--- src/rtl/alu_seq_control.sv ---
// alu_seq_control: registered EX-stage ALU-op decode plus MULT/DIV sequencer.
// Optional undef_trap output enabled by ALU_SEQ_UNDEF_TRAP_EN.
package alu_seq_pkg;
    typedef enum logic [3:0] {
        ALU_NOP     = 4'd0,
        ALU_ADD     = 4'd1,
        ALU_SUB     = 4'd2,
        ALU_SLL     = 4'd3,
        ALU_SRA     = 4'd4,
        ALU_RS_PASS = 4'd5,
        ALU_AND     = 4'd6,
        ALU_OR      = 4'd7,
        ALU_SLLI    = 4'd8,
        ALU_SLT     = 4'd9,
        ALU_UNDEF   = 4'd15
    } alu_op_e;

    typedef enum logic [1:0] {
        S_IDLE = 2'd0,
        S_BUSY = 2'd1,
        S_DONE = 2'd2
    } md_state_e;
endpackage

module alu_seq_control
    import alu_seq_pkg::*;
#(
    parameter int WIDTH       = 32,
    parameter int DIV_CYCLES  = WIDTH,
    parameter int MULT_CYCLES = 4
) (
    input  logic       clock,
    input  logic       reset_n,
    input  logic       valid_in,
    input  logic       flush,
    input  logic [5:0] opcode,
    input  logic [5:0] funct,
    output logic [3:0] alu_op_q,
    output logic       md_start,
    output logic       md_is_div,
    output logic       md_signed,
    output logic       md_step,
    output logic       hilo_we,
    output logic       busy,
    output logic       stall
`ifdef ALU_SEQ_UNDEF_TRAP_EN
    ,
    output logic       undef_trap
`endif
);

    localparam int MAX_CYC = (DIV_CYCLES > MULT_CYCLES) ? DIV_CYCLES : MULT_CYCLES;
    localparam int CW = (MAX_CYC > 1) ? $clog2(MAX_CYC) : 1;
    localparam logic [CW-1:0] DIV_LOAD  = CW'(DIV_CYCLES - 1);
    localparam logic [CW-1:0] MULT_LOAD = CW'(MULT_CYCLES - 1);

    localparam logic [5:0] OP_SPECIAL = 6'b000000;
    localparam logic [5:0] OP_SW      = 6'b101011;
    localparam logic [5:0] OP_SB      = 6'b101000;
    localparam logic [5:0] OP_LW      = 6'b100011;
    localparam logic [5:0] OP_LB      = 6'b100000;
    localparam logic [5:0] OP_ADDIU   = 6'b001001;
    localparam logic [5:0] OP_ANDI    = 6'b001100;
    localparam logic [5:0] OP_ORI     = 6'b001101;
    localparam logic [5:0] OP_LUI     = 6'b001111;
    localparam logic [5:0] OP_SLTI    = 6'b001010;
    localparam logic [5:0] OP_SLTIU   = 6'b001011;

    localparam logic [5:0] FN_SLL     = 6'b000000;
    localparam logic [5:0] FN_SRA     = 6'b000011;
    localparam logic [5:0] FN_JR      = 6'b001000;
    localparam logic [5:0] FN_SYSCALL = 6'b001100;
    localparam logic [5:0] FN_MFHI    = 6'b010000;
    localparam logic [5:0] FN_MFLO    = 6'b010010;
    localparam logic [5:0] FN_MULT    = 6'b011000;
    localparam logic [5:0] FN_MULTU   = 6'b011001;
    localparam logic [5:0] FN_DIV     = 6'b011010;
    localparam logic [5:0] FN_DIVU    = 6'b011011;
    localparam logic [5:0] FN_ADD     = 6'b100000;
    localparam logic [5:0] FN_ADDU    = 6'b100001;
    localparam logic [5:0] FN_SUBU    = 6'b100011;

    md_state_e     state;
    md_state_e     state_n;
    logic [CW-1:0] cnt;
    logic [CW-1:0] cnt_n;
    logic          is_div_n;
    logic          signed_n;
    alu_op_e       sp_dec;
    alu_op_e       dec;
    logic [3:0]    alu_op_n;
    logic          is_special;
    logic          md_op;
    logic          hilo_rd;

    assign is_special = (opcode == OP_SPECIAL);
    assign md_op   = valid_in & is_special & (funct[5:2] == 4'b0110);
    assign hilo_rd = valid_in & is_special &
                     ((funct == FN_MFHI) | (funct == FN_MFLO));
    assign busy    = (state != S_IDLE);
    assign stall   = busy & (md_op | hilo_rd) & ~flush;

    always_comb begin
        sp_dec = ALU_UNDEF;
        case (funct)
            FN_ADD, FN_ADDU:   sp_dec = ALU_ADD;
            FN_SUBU:           sp_dec = ALU_SUB;
            FN_SLL:            sp_dec = ALU_SLL;
            FN_SRA:            sp_dec = ALU_SRA;
            FN_MFHI, FN_MFLO:  sp_dec = ALU_RS_PASS;
            FN_SYSCALL, FN_JR,
            FN_MULT, FN_MULTU,
            FN_DIV, FN_DIVU:   sp_dec = ALU_NOP;
            default:           sp_dec = ALU_UNDEF;
        endcase
    end

    always_comb begin
        dec = ALU_UNDEF;
        unique case (1'b1)
            is_special:              dec = sp_dec;
            (opcode == OP_SW),
            (opcode == OP_SB),
            (opcode == OP_LW),
            (opcode == OP_LB),
            (opcode == OP_ADDIU):    dec = ALU_ADD;
            (opcode == OP_ANDI):     dec = ALU_AND;
            (opcode == OP_ORI):      dec = ALU_OR;
            (opcode == OP_LUI):      dec = ALU_SLLI;
            (opcode == OP_SLTI),
            (opcode == OP_SLTIU):    dec = ALU_SLT;
            default:                 dec = ALU_UNDEF;
        endcase
    end

    assign alu_op_n = (flush | stall | ~valid_in) ? ALU_NOP : dec;

    always_comb begin
        state_n  = state;
        cnt_n    = cnt;
        is_div_n = md_is_div;
        signed_n = md_signed;
        md_start = 1'b0;
        md_step  = 1'b0;
        hilo_we  = 1'b0;
        unique case (state)
            S_IDLE: begin
                if (md_op && !flush) begin
                    state_n  = S_BUSY;
                    // keep the start pulse quiet while reset is held
                    md_start = reset_n;
                    is_div_n = funct[1];
                    signed_n = ~funct[0];
                    cnt_n    = funct[1] ? DIV_LOAD : MULT_LOAD;
                end
            end
            S_BUSY: begin
                md_step = 1'b1;
                if (flush) begin
                    state_n = S_IDLE;
                    cnt_n   = '0;
                end else if (cnt == '0) begin
                    state_n = S_DONE;
                end else begin
                    cnt_n = cnt - CW'(1);
                end
            end
            S_DONE: begin
                hilo_we = 1'b1;
                state_n = S_IDLE;
            end
            default: state_n = S_IDLE;
        endcase
    end

    always_ff @(posedge clock or negedge reset_n) begin
        if (!reset_n) begin
            state     <= S_IDLE;
            cnt       <= '0;
            md_is_div <= 1'b0;
            md_signed <= 1'b0;
            alu_op_q  <= '0;
        end else begin
            state     <= state_n;
            cnt       <= cnt_n;
            md_is_div <= is_div_n;
            md_signed <= signed_n;
            alu_op_q  <= alu_op_n;
        end
    end

`ifdef ALU_SEQ_UNDEF_TRAP_EN
    logic trap_n;

    assign trap_n = valid_in & ~flush & ~stall & (dec == ALU_UNDEF);

    always_ff @(posedge clock or negedge reset_n) begin
        if (!reset_n) begin
            undef_trap <= 1'b0;
        end else begin
            undef_trap <= trap_n;
        end
    end

    always @(posedge clock) begin
        if (reset_n && trap_n && ($time != 0)) begin
            $display("%0t alu_seq_control undefined op opcode=%b funct=%b",
                     $time, opcode, funct);
        end
    end
`endif

endmodule

--- config.mk ---
export PLATFORM = sky130hd
export DESIGN_NAME = alu_seq_control
export DESIGN_NICKNAME = d
export VERILOG_FILES = /design/src/rtl/alu_seq_control.sv
export SDC_FILE = /design/constraint.sdc
export NUM_CORES = 1
export LEC_CHECK = 0
export BUFFER_PORTS_ARGS = -buffer_cell sky130_fd_sc_hd__buf_4
export CAP_MARGIN = 20
export CORE_ASPECT_RATIO = 0.7
export CORE_MARGIN = 5
export CORE_UTILIZATION = 40
export DETAILED_ROUTE_END_ITERATION = 10
export GPL_ROUTABILITY_DRIVEN = 0
export PLACE_DENSITY_LB_ADDON = 0.08
export REMOVE_ABC_BUFFERS = 1
export SYNTH_ARGS = -nofsm -noshare
export SYNTH_HDL_FRONTEND = slang
export SYNTH_SLANG_ARGS = --single-unit
export TNS_END_PERCENT = 30
--- constraint.sdc ---
create_clock -name clock -period 5.1 [get_ports clock]
set_clock_uncertainty 0.2 [all_clocks]
set_input_delay 1.02 -clock clock [delete_from_list [all_inputs] [get_ports clock]]
set_output_delay 1.02 -clock clock [all_outputs]
set_load 0.1 [all_outputs]
-- After elaboration in Yosys (flattened, before gate mapping)
Memories as Yosys holds them, arrays and structs flattened.
Cells that the tools add are included.
W data, S select, Z words.
- flip-flop bits (word level): 13
- bits in read-only memories: 256
- bits of input ports: 16
- word-level logic and storage cells: 64
- memories kept: 1
- $add $sub $neg: 1
- equal/unequal tests: 18
- mux-type cells: 15
- bitwise operators: 12
- reductions and logical operators: 12
- memories (memory ; depth ; width ; rd ports ; clocked after memory_dff ; wr ports ; line ; text):
    (no name shown) ; 64 ; 4 ; 1 ; 0 ; 0 ; 105 ; case (funct)
- operators by type and width (kind ; count):
    $eq A6 B4 Y1 const B ; 6
    $eq A6 B6 Y1 const B ; 4
    $pmux W4 S6 ; 1
    $mux W5 ; 4
    $eq A6 B5 Y1 const B ; 2
    $pmux W5 S2 ; 1
    $logic_not A6 Y1 ; 1
    $mux W2 ; 3
    $ne A3 B3 Y1 const B ; 2
    $and A1 B1 Y1 ; 5
    $logic_not A5 Y1 ; 1
    $reduce_or A5 Y1 ; 1
    $sub A5 B1 Y5 const B ; 1
    $eq A4 B3 Y1 const B ; 1
    $mux W1 ; 4
    $mux W4 ; 1
    $or A1 B1 Y1 ; 4
    $pmux W2 S2 ; 1
    $reduce_and A2 Y1 ; 2
    $reduce_bool A2 Y1 ; 2
    $not A1 Y1 ; 3
    $reduce_and A3 Y1 ; 1
    $eq A2 B1 Y1 const B ; 1
    $eq A2 B2 Y1 const B ; 1
    5 further kinds ; 5

-- Logic depth before layout (Yosys ltp)
Gate-level depths: netlist of the first run.
- depth after elaboration: 9
- depth in mapped cells: 7

-- Worst setup path before layout of the first run
No wires, ideal clock.
- path type: input to output
- start point: input port opcode[1]
- end point: output port stall
- arrival time: 4314 ps
- required time: 3880 ps
- path slack: -434 ps
- stages on the path: 3
- buffers on the path: 0
- cells stage by stage: nor4_4 > nand2_1 > nor4_1
- longest elaborated chain between the ends: 6
- RTL lines (what ; line ; text):
    start, declared ; 36 ; input logic [5:0] opcode,
    $logic_not A6 Y1 (*) ; 96 ; assign is_special = (opcode == OP_SPECIAL);
    $and A1 B1 Y1 (*) ; 97, 98 ;
    $and A1 B1 Y1, on equally long branches ; 97, 98 ;
    $or A1 B1 Y1 (*) ; 101 ; assign stall = busy & (md_op | hilo_rd) & ~flush;
    $and A1 B1 Y1 (*) (2 in a row) ; 101 ;
    end, declared ; 45 ; output logic stall
Every way passes the cells marked *; elsewhere a longest branch is shown, timed or not.

-- Final worst setup path of the first run
- start point: input port opcode[1]
- end point: output port md_start
- longest elaborated chain between the ends: 6
- RTL lines (what ; line ; text):
    $logic_not A6 Y1 ; 96 ;
    $and A1 B1 Y1 (2 in a row) ; 97 ; assign md_op = valid_in & is_special & (funct[5:2] == 4'b0110);
    $logic_and A1 B1 Y1 ; 148 ; if (md_op && !flush) begin
    $mux W1 ; 148 ;
    $mux W1 ; 146 ; unique case (state)
    end, declared ; 39 ; output logic md_start,
No other way between the ends.

==> metrics.md, run 1 <==
| Metric | Value |
|---|---|
| Highest clock rate | `282 MHz` |
| Die height | `52.5 um` |
| CTS buffer count | `3` |
| Post-synthesis mux area share | `1.09%` |
| CTS-repair resized insts | `0` |
| Worst vdd ir | `95.7 uV` |
| Core region area | `0.00246 mm^2` |
| Synth cell types | `41` |
| Largest net degree at the start of global routing | `15` |
| Final ANT Viol Nets | `0` |
| Hold buffers post-CTS | `0` |
| Syn Inst Count | `121` |
| Total Nets Final | `171` |
| Worst-margin pin slew | `roughly 0.5 ns` |
| Post-route minimum period | `3.55 ns` |
| Yosys reg bits | `13` |
| N_diodes | `0` |
| First-pass GRT wire length | `between 4000 and 5000 um` |
| IO buf count | `26` |
| Leakage | `about 0.63 nW` |
| Kind of end point of the critical path | `output pin` |
| Worst-path maximum fanout | `7` |
| Simple-gate share of the synthesized area | `between 30% and 40%` |
| Number of global-route vias before repair | `between 900 and 1000` |
| Placed cell count | `~180` |
| Setup violators final | `0` |
| Combinational family with the most area after synthesis | `simple AND/OR/NAND/NOR gates` |
| Largest delay share family, worst path | `simple AND/OR/NAND/NOR gates` |
| Initial DRC Count | `107` |
| Final Non-Filler Cells | `183` |
| Post-DR vias/cell | `5.42` |
| Gr ovfl total | `0` |
| Hold/Removal Path Class | `reg -> reg` |
| Total GRT Usage | `14.8%` |
| Via count | `992` |
| Outcome | `complete, no violations` |
| Rows | `15` |
| CTS tree | `yes` |
| Area delta synth->final | `26.7%` |
| Max Slew Vio Count | `0` |
| Worst setup path category | `in -> out` |
| Startpoint Class | `primary input` |
| DR pass1 iterations | `4` |
| Sequential share of the synthesized area | `a little under a third` |
| Layout cells sized above 1 | `27.5%` |
| Post-CTS setup buffers | `0` |
| Worst EP required | `a little under 4 ns` |
| RSZ-0062 raised after global routing | `false` |
| Die width | `70.7 um` |
| Sum Neg Setup Slack | `0 ns` |
| Post-DP HPWL | `2030 um` |
| Clock root buffer | `clkbuf_8` |
| Maxcap violations | `0` |
| IO Pins | `27` |
| Commonest non-fill, non-tap cell in the layout | `buf_4` |
| Final WL | `2510 um` |
| CP peak stage delay | `0.38 ns` |
| Final hold violation count | `0` |
| Post-Synth Adder-Cell Area | `6.07%` |
| Yosys Warn Count | `0` |
| Overall Power | `roughly 0.26 mW` |
| Power Density | `between 150 and 200 mW/mm^2` |
| Highest-count cells in the layout ignoring fill and taps | `buf_4, o21ai_0, nand2_1, dfrtp_1, nor2_1` |
| Slew headroom | `67.0%` |
| Most common cell on crit path | `buf_4` |
| Worst-path cell chain | `buf_4 -> nor4_4 -> nand2_1 -> nor3_1 -> and2_1 -> buf_4` |
| CTS Sinks | `13` |
| Fillcell total | `around 240` |
| WL/cell | `roughly 14 um` |
| Final period util | `69.6%` |
| Final core occ | `53.1%` |
| Clock tree buffer depth | `2` |
| Die Area | `0.00371 mm^2` |
| Clock slew at reported path FFs | `0.06 ns` |
| Antenna violations before repair | `0` |
| WHS | `0.287 ns` |
| Slowest-stage cell, CP | `nor4_4` |
| Post-synthesis compound-gate area fraction | `26.0%` |
| Critical Path AT | `2.33 ns` |
| Initial core utilization | `41.9%` |
| Clk_lat worst skew | `between 0.2 and 0.25 ns` |
| H-tree level count | `1` |
| Mean post-synth cell area | `8.52 um^2` |
| Synth Area in XOR/XNOR | `0%` |
| Synthesized cell area | `0.00103 mm^2` |
| # DRC | `0` |
| CP Buf/Inv Count | `2` |
[metrics by stage]
step | setup WS (ns) | area (um^2)
floorplan | -0.434 | 1020
global route | 1.37 | 1310
CTS | 1.54 | 1310
global placement | 1.57 | 1260
finish | 1.55 | 1310
detailed placement | 1.54 | 1260
[power by group]
part           total (mW)  internal (mW)  switching, mW
Combinational      0.0620         0.0213         0.0407
Clock              0.0900         0.0550         0.0350
Sequential          0.108          0.106        0.00170
[registers in the layout, indices dropped and copies added, names as in the netlist]
signal / flops
alu_op_q: 4
cnt: 5
md_is_div: 1
md_signed: 1
state: 2
[cell families (layout without fill, tap and decap cells)]
logic type	count (synthesis)	count (layout)
flip-flops	13	13
AO/OA/AOI/OAI	41	41
AND/OR/NAND/NOR	51	51
buffers and inverters	10	38
adder cells (fa/ha/maj)	5	5
multiplexers	1	1
[synthesized netlist by cell type, drive strengths merged]
cell / count / share of area [%]
nor4: 3 / 3.3
nand3b: 3 / 2.2
o211ai: 1 / 0.73
or3: 1 / 1.1
o21ai: 16 / 8.1
a21oi: 7 / 3.8
nor3: 5 / 2.4
a21boi: 1 / 0.73
and2b: 1 / 0.73
or4b: 1 / 1.3
nand2: 14 / 5.3
o31ai: 3 / 2.2
a211oi: 1 / 0.73
inv: 8 / 2.9
dfrtp: 13 / 32
o31a: 1 / 0.85
and2: 2 / 1.2
mux2: 1 / 1.1
nor2: 10 / 3.6
o221ai: 1 / 0.85
a31o: 1 / 0.85
nor2b: 4 / 2.4
nand4b: 1 / 2.3
o21a: 1 / 0.73
a31oi: 1 / 0.61
nand2b: 1 / 0.61
o311a: 1 / 0.97
a2bb2oi: 2 / 1.7
or2: 1 / 0.61
nor4b: 1 / 2.3
a211o: 1 / 0.85
and4bb: 1 / 1.2
clkbuf: 2 / 0.73
nand3: 2 / 0.97
a32oi: 1 / 0.85
ha: 5 / 6.1
a22oi: 2 / 1.5
[final timing paths]
check / from / end / slack [ns] / cells after the start
max: opcode[1] / md_start / 1.55 / 6
min: md_is_div / md_is_div / 0.29 / 2
max reg2reg: cnt[0] / cnt[2] / 3.04 / 7
min reg2reg: md_is_div / md_is_div / 0.29 / 2
max in group asynchronous: reset_n / cnt[2] / 4.12 / 1
min in group asynchronous: reset_n / cnt[0] / 0.41 / 1
[worst reg2reg max path: stages (launching register included)]
cell,delay [ns]
dfrtp_1,0.41
inv_1,0.08
ha_1,0.18
or4b_4,0.50
o21ai_2,0.16
nand2_2,0.12
a21oi_1,0.17
o211ai_1,0.10
[area by class of cell]
| type | count | area (um^2) | area share [%] |
|---|---|---|---|
| sequential | 13 | 325 | 24.9 |
| timing repair buffer | 26 | 195 | 14.9 |
| inverter | 8 | 30.0 | 2.30 |
| tap | 34 | 42.5 | 3.26 |
| multi-input combinational | 98 | 668 | 51.1 |
| clock buffer | 4 | 45.0 | 3.45 |
[per-layer routing]
| metal | track usage [%] | routed length [um] | vias to the layer above |
|---|---|---|---|
| met5 | 0 | 0 | - |
| met4 | 2.81 | 8 | 0 |
| met3 | 4.98 | 168 | 2 |
| met2 | 20.8 | 1020 | 29 |
| met1 | 21.8 | 1310 | 459 |
| li1 | - | - | 502 |
Power figures use the tool's default switching activity.
==> run 2: changes to the inputs <==
--- a/config.mk
+++ b/config.mk
@@ -5,6 +5,7 @@
 export SDC_FILE = /design/constraint.sdc
 export NUM_CORES = 1
 export LEC_CHECK = 0
+export ABC_AREA = 1
 export BUFFER_PORTS_ARGS = -buffer_cell sky130_fd_sc_hd__buf_4
 export CAP_MARGIN = 20
 export CORE_ASPECT_RATIO = 0.7
==> constraint.sdc (replaced) <==
create_clock -name clock -period 3.5 [get_ports clock]
set_clock_uncertainty 0.2 [all_clocks]
set_input_delay 0.7 -clock clock [delete_from_list [all_inputs] [get_ports clock]]
set_output_delay 0.7 -clock clock [all_outputs]
set_load 0.1 [all_outputs]
==> metrics.md, run 2 <==
| Metric | Value |
|---|---|
| Post-DR vias/cell | `4.71 (-13%)` |
| Kind of end point of the critical path | `output pin` |
| Total GRT Usage | `14.1% (-0.66 points)` |
| Clock slew at reported path FFs | `0.06 ns (about the same)` |
| Commonest non-fill, non-tap cell in the layout | `nand2_1` |
| Clock tree buffer depth | `2 (unchanged)` |
| IO buf count | `26 (unchanged)` |
| Placed cell count | `228 (+27%)` |
| CTS buffer count | `3 (unchanged)` |
| Gr ovfl total | `0 (unchanged)` |
| Setup violators final | `0 (unchanged)` |
| Crit path launch | `opcode[5]` |
| Post-CTS setup buffers | `0 (unchanged)` |
| Number of global-route vias before repair | `1014 (+11%)` |
| Fillcell total | `272 (+11%)` |
| Top-count cell post-synth | `nand2_1` |
| Most flops, register | `cnt` |
| Core region area | `0.00274 mm^2 (+12%)` |
| Top FF cell, synth | `dfrtp_1` |
| DP Worst Slack | `0.769 ns (-0.775 ns)` |
| Antenna violations before repair | `0 (unchanged)` |
| Post-DP HPWL | `2150 um (+5.8%)` |
| Sequential share of the synthesized area | `28.8% (-2.7 points)` |
| Highest clock rate | `roughly 370 MHz` |
| Yosys reg bits | `13 (unchanged)` |
| Final Non-Filler Cells | `232 (+27%)` |
| Overall Power | `0.388 mW (+49%)` |
| Fin area | `0.00141 mm^2 (+8.2%)` |
| Mean post-synth cell area | `6.80 um^2 (-20%)` |
| # DRC | `0 (unchanged)` |
| Slew headroom | `69.6% (+2.5 points)` |
| Worst-margin pin slew | `0.452 ns (-0.0418 ns)` |
| Worst setup path category | `in -> out` |
| Die height | `54.4 um (+3.7%)` |
| Initial DRC Count | `57 (-47%)` |
| H-tree level count | `1 (unchanged)` |
| DR pass1 iterations | `4 (unchanged)` |
| Layout cells sized above 1 | `28.6% (+1.1 points)` |
| Yosys Warn Count | `0 (unchanged)` |
| Multi-input logic area | `698 um^2 (+4.5%)` |
| Final core occ | `51.6% (-1.6 points)` |
| Leakage | `0.775 nW (+24%)` |
| Critical Path AT | `1.83 ns (-0.50 ns)` |
| WL/cell | `11.2 um (-18%)` |
| Final WL | `2610 um (+4.0%)` |
| Reg2reg start | `cnt[0]` |
| Clk_lat worst skew | `0.24 ns (about the same)` |
| Synth cell types | `24 (-41%)` |
| CTS-repair resized insts | `0 (unchanged)` |
| Final hold violation count | `0 (unchanged)` |
| Final ANT Viol Nets | `0 (unchanged)` |
| Via count | `1092 (+10%)` |
| Power Density | `275 mW/mm^2 (+38%)` |
| Die Area | `0.00400 mm^2 (+7.9%)` |
| Area delta synth->final | `25.3%` |
| Clock root buffer | `clkbuf_8` |
| Final period util | `around four fifths` |
| Largest cells by area after synthesis | `dfrtp_1, nand2_1, nand3_1` |
| Maxcap violations | `0 (unchanged)` |
| Top-area cell type share of the netlist area | `28.8% (-2.7 points)` |
| First-pass GRT wire length | `4420 um (+2.7%)` |
| Number of flip-flops in the largest register | `5 (unchanged)` |
| CTS Sinks | `13 (unchanged)` |
| Reg2Reg Setup Slack | `1.84 ns (-1.20 ns)` |
| Worst-path maximum fanout | `6 (-1)` |
| Largest net degree at the start of global routing | `15 (unchanged)` |
| Worst vdd ir | `145 uV (+52%)` |
| DP Area | `0.00137 mm^2 (+8.5%)` |
| RSZ-0062 raised after global routing | `false` |
| Rows | `16 (+1)` |
| Synthesized cell area | `0.00113 mm^2 (+9.5%)` |
| IO Pins | `27 (unchanged)` |
| Worst EP required | `2.60 ns (-1.28 ns)` |
| Biggest regs | `cnt (5), alu_op_q (4), state (2)` |
| Outcome | `complete, no violations` |
| Startpoint Class | `primary input` |
| Highest-count cells in the layout ignoring fill and taps | `nand2_1, buf_4, inv_1` |
| WHS | `0.0903 ns (-0.197 ns)` |
| N_diodes | `0 (unchanged)` |
| Synth area leader | `dfrtp_1` |
| Setup slack after layout | `0.767 ns (-0.782 ns)` |
| Max Slew Vio Count | `0 (unchanged)` |
| CTS tree | `yes` |
| Post-route minimum period | `around 2.7 ns` |
| Sum Neg Setup Slack | `0 ns (unchanged)` |
| Initial core utilization | `41.1% (-0.78 points)` |
| Total Nets Final | `218 (+27%)` |
| Syn Inst Count | `166 (+37%)` |
| Die width | `73.5 um (+4.0%)` |
| Hold/Removal Path Class | `in -> async` |
| FF+latch area | `325 um^2 (unchanged)` |
| Post-synth ARST share | `100% (unchanged)` |
| Post-synth EDFFs | `0 (unchanged)` |
| Commonest cells post-synth | `nand2_1, inv_1, nor2_1` |
| Hold buffers post-CTS | `0 (unchanged)` |
==> run 2: cell types whose count changed in the layout (fill, tap and decap cells not counted), moves of 6 or more <==
cell,delta
nand2_1,+21
nand3_1,+18
inv_1,+17
nor2_1,+13
o21ai_0,-12
nand2_2,+6
==> run 2: kinds of logic after synthesis <==
| family | synth area share [%] |
|---|---|
| flops | 28.8 |
| fa+ha+maj | 5.54 |
| buf+inv | 9.31 |
| xor+xnor | 0.776 |
| simple gates | 45.3 |
| compound gates | 10.2 |
==> run 2: worst paths after layout <==
path / endpoint / cells past startpoint
max: md_start / 7
min: cnt[0] / 1
max reg2reg: cnt[2] / 8
min reg2reg: md_is_div / 2
max in group asynchronous: cnt[2] / 1
min in group clock: md_is_div / 2
==> run 2: power by group <==
part	switching [mW]	internal (mW)	total (mW)	leakage, nW
clock network	0.0548	0.0804	0.135	0.0228
registers	0.00272	0.155	0.158	0.168
logic	0.0646	0.0306	0.0952	0.584
==> run 2: metal layers <==
metal	wire length, um	GRT usage (%)
met5	0	0
met4	0	2.71
met3	153	4.22
met2	1090	20.7
met1	1360	20.4
==> run 2: final cells by class <==
| type | count | area share (%) |
|---|---|---|
| Multi-Input combinational cell | 125 | 49.4 |
| Sequential cell | 13 | 23.0 |
| Timing Repair Buffer | 26 | 13.8 |
| Inverter | 28 | 7.43 |
| Clock buffer | 4 | 3.19 |
| Tap cell | 36 | 3.19 |
==> run 2: critical path: stages <==
cell     delay [ns]
buf_4          0.12
nor2_4         0.16
inv_2          0.07
nor2_4         0.16
nand4_2        0.17
nor2_1         0.14
buf_4          0.30
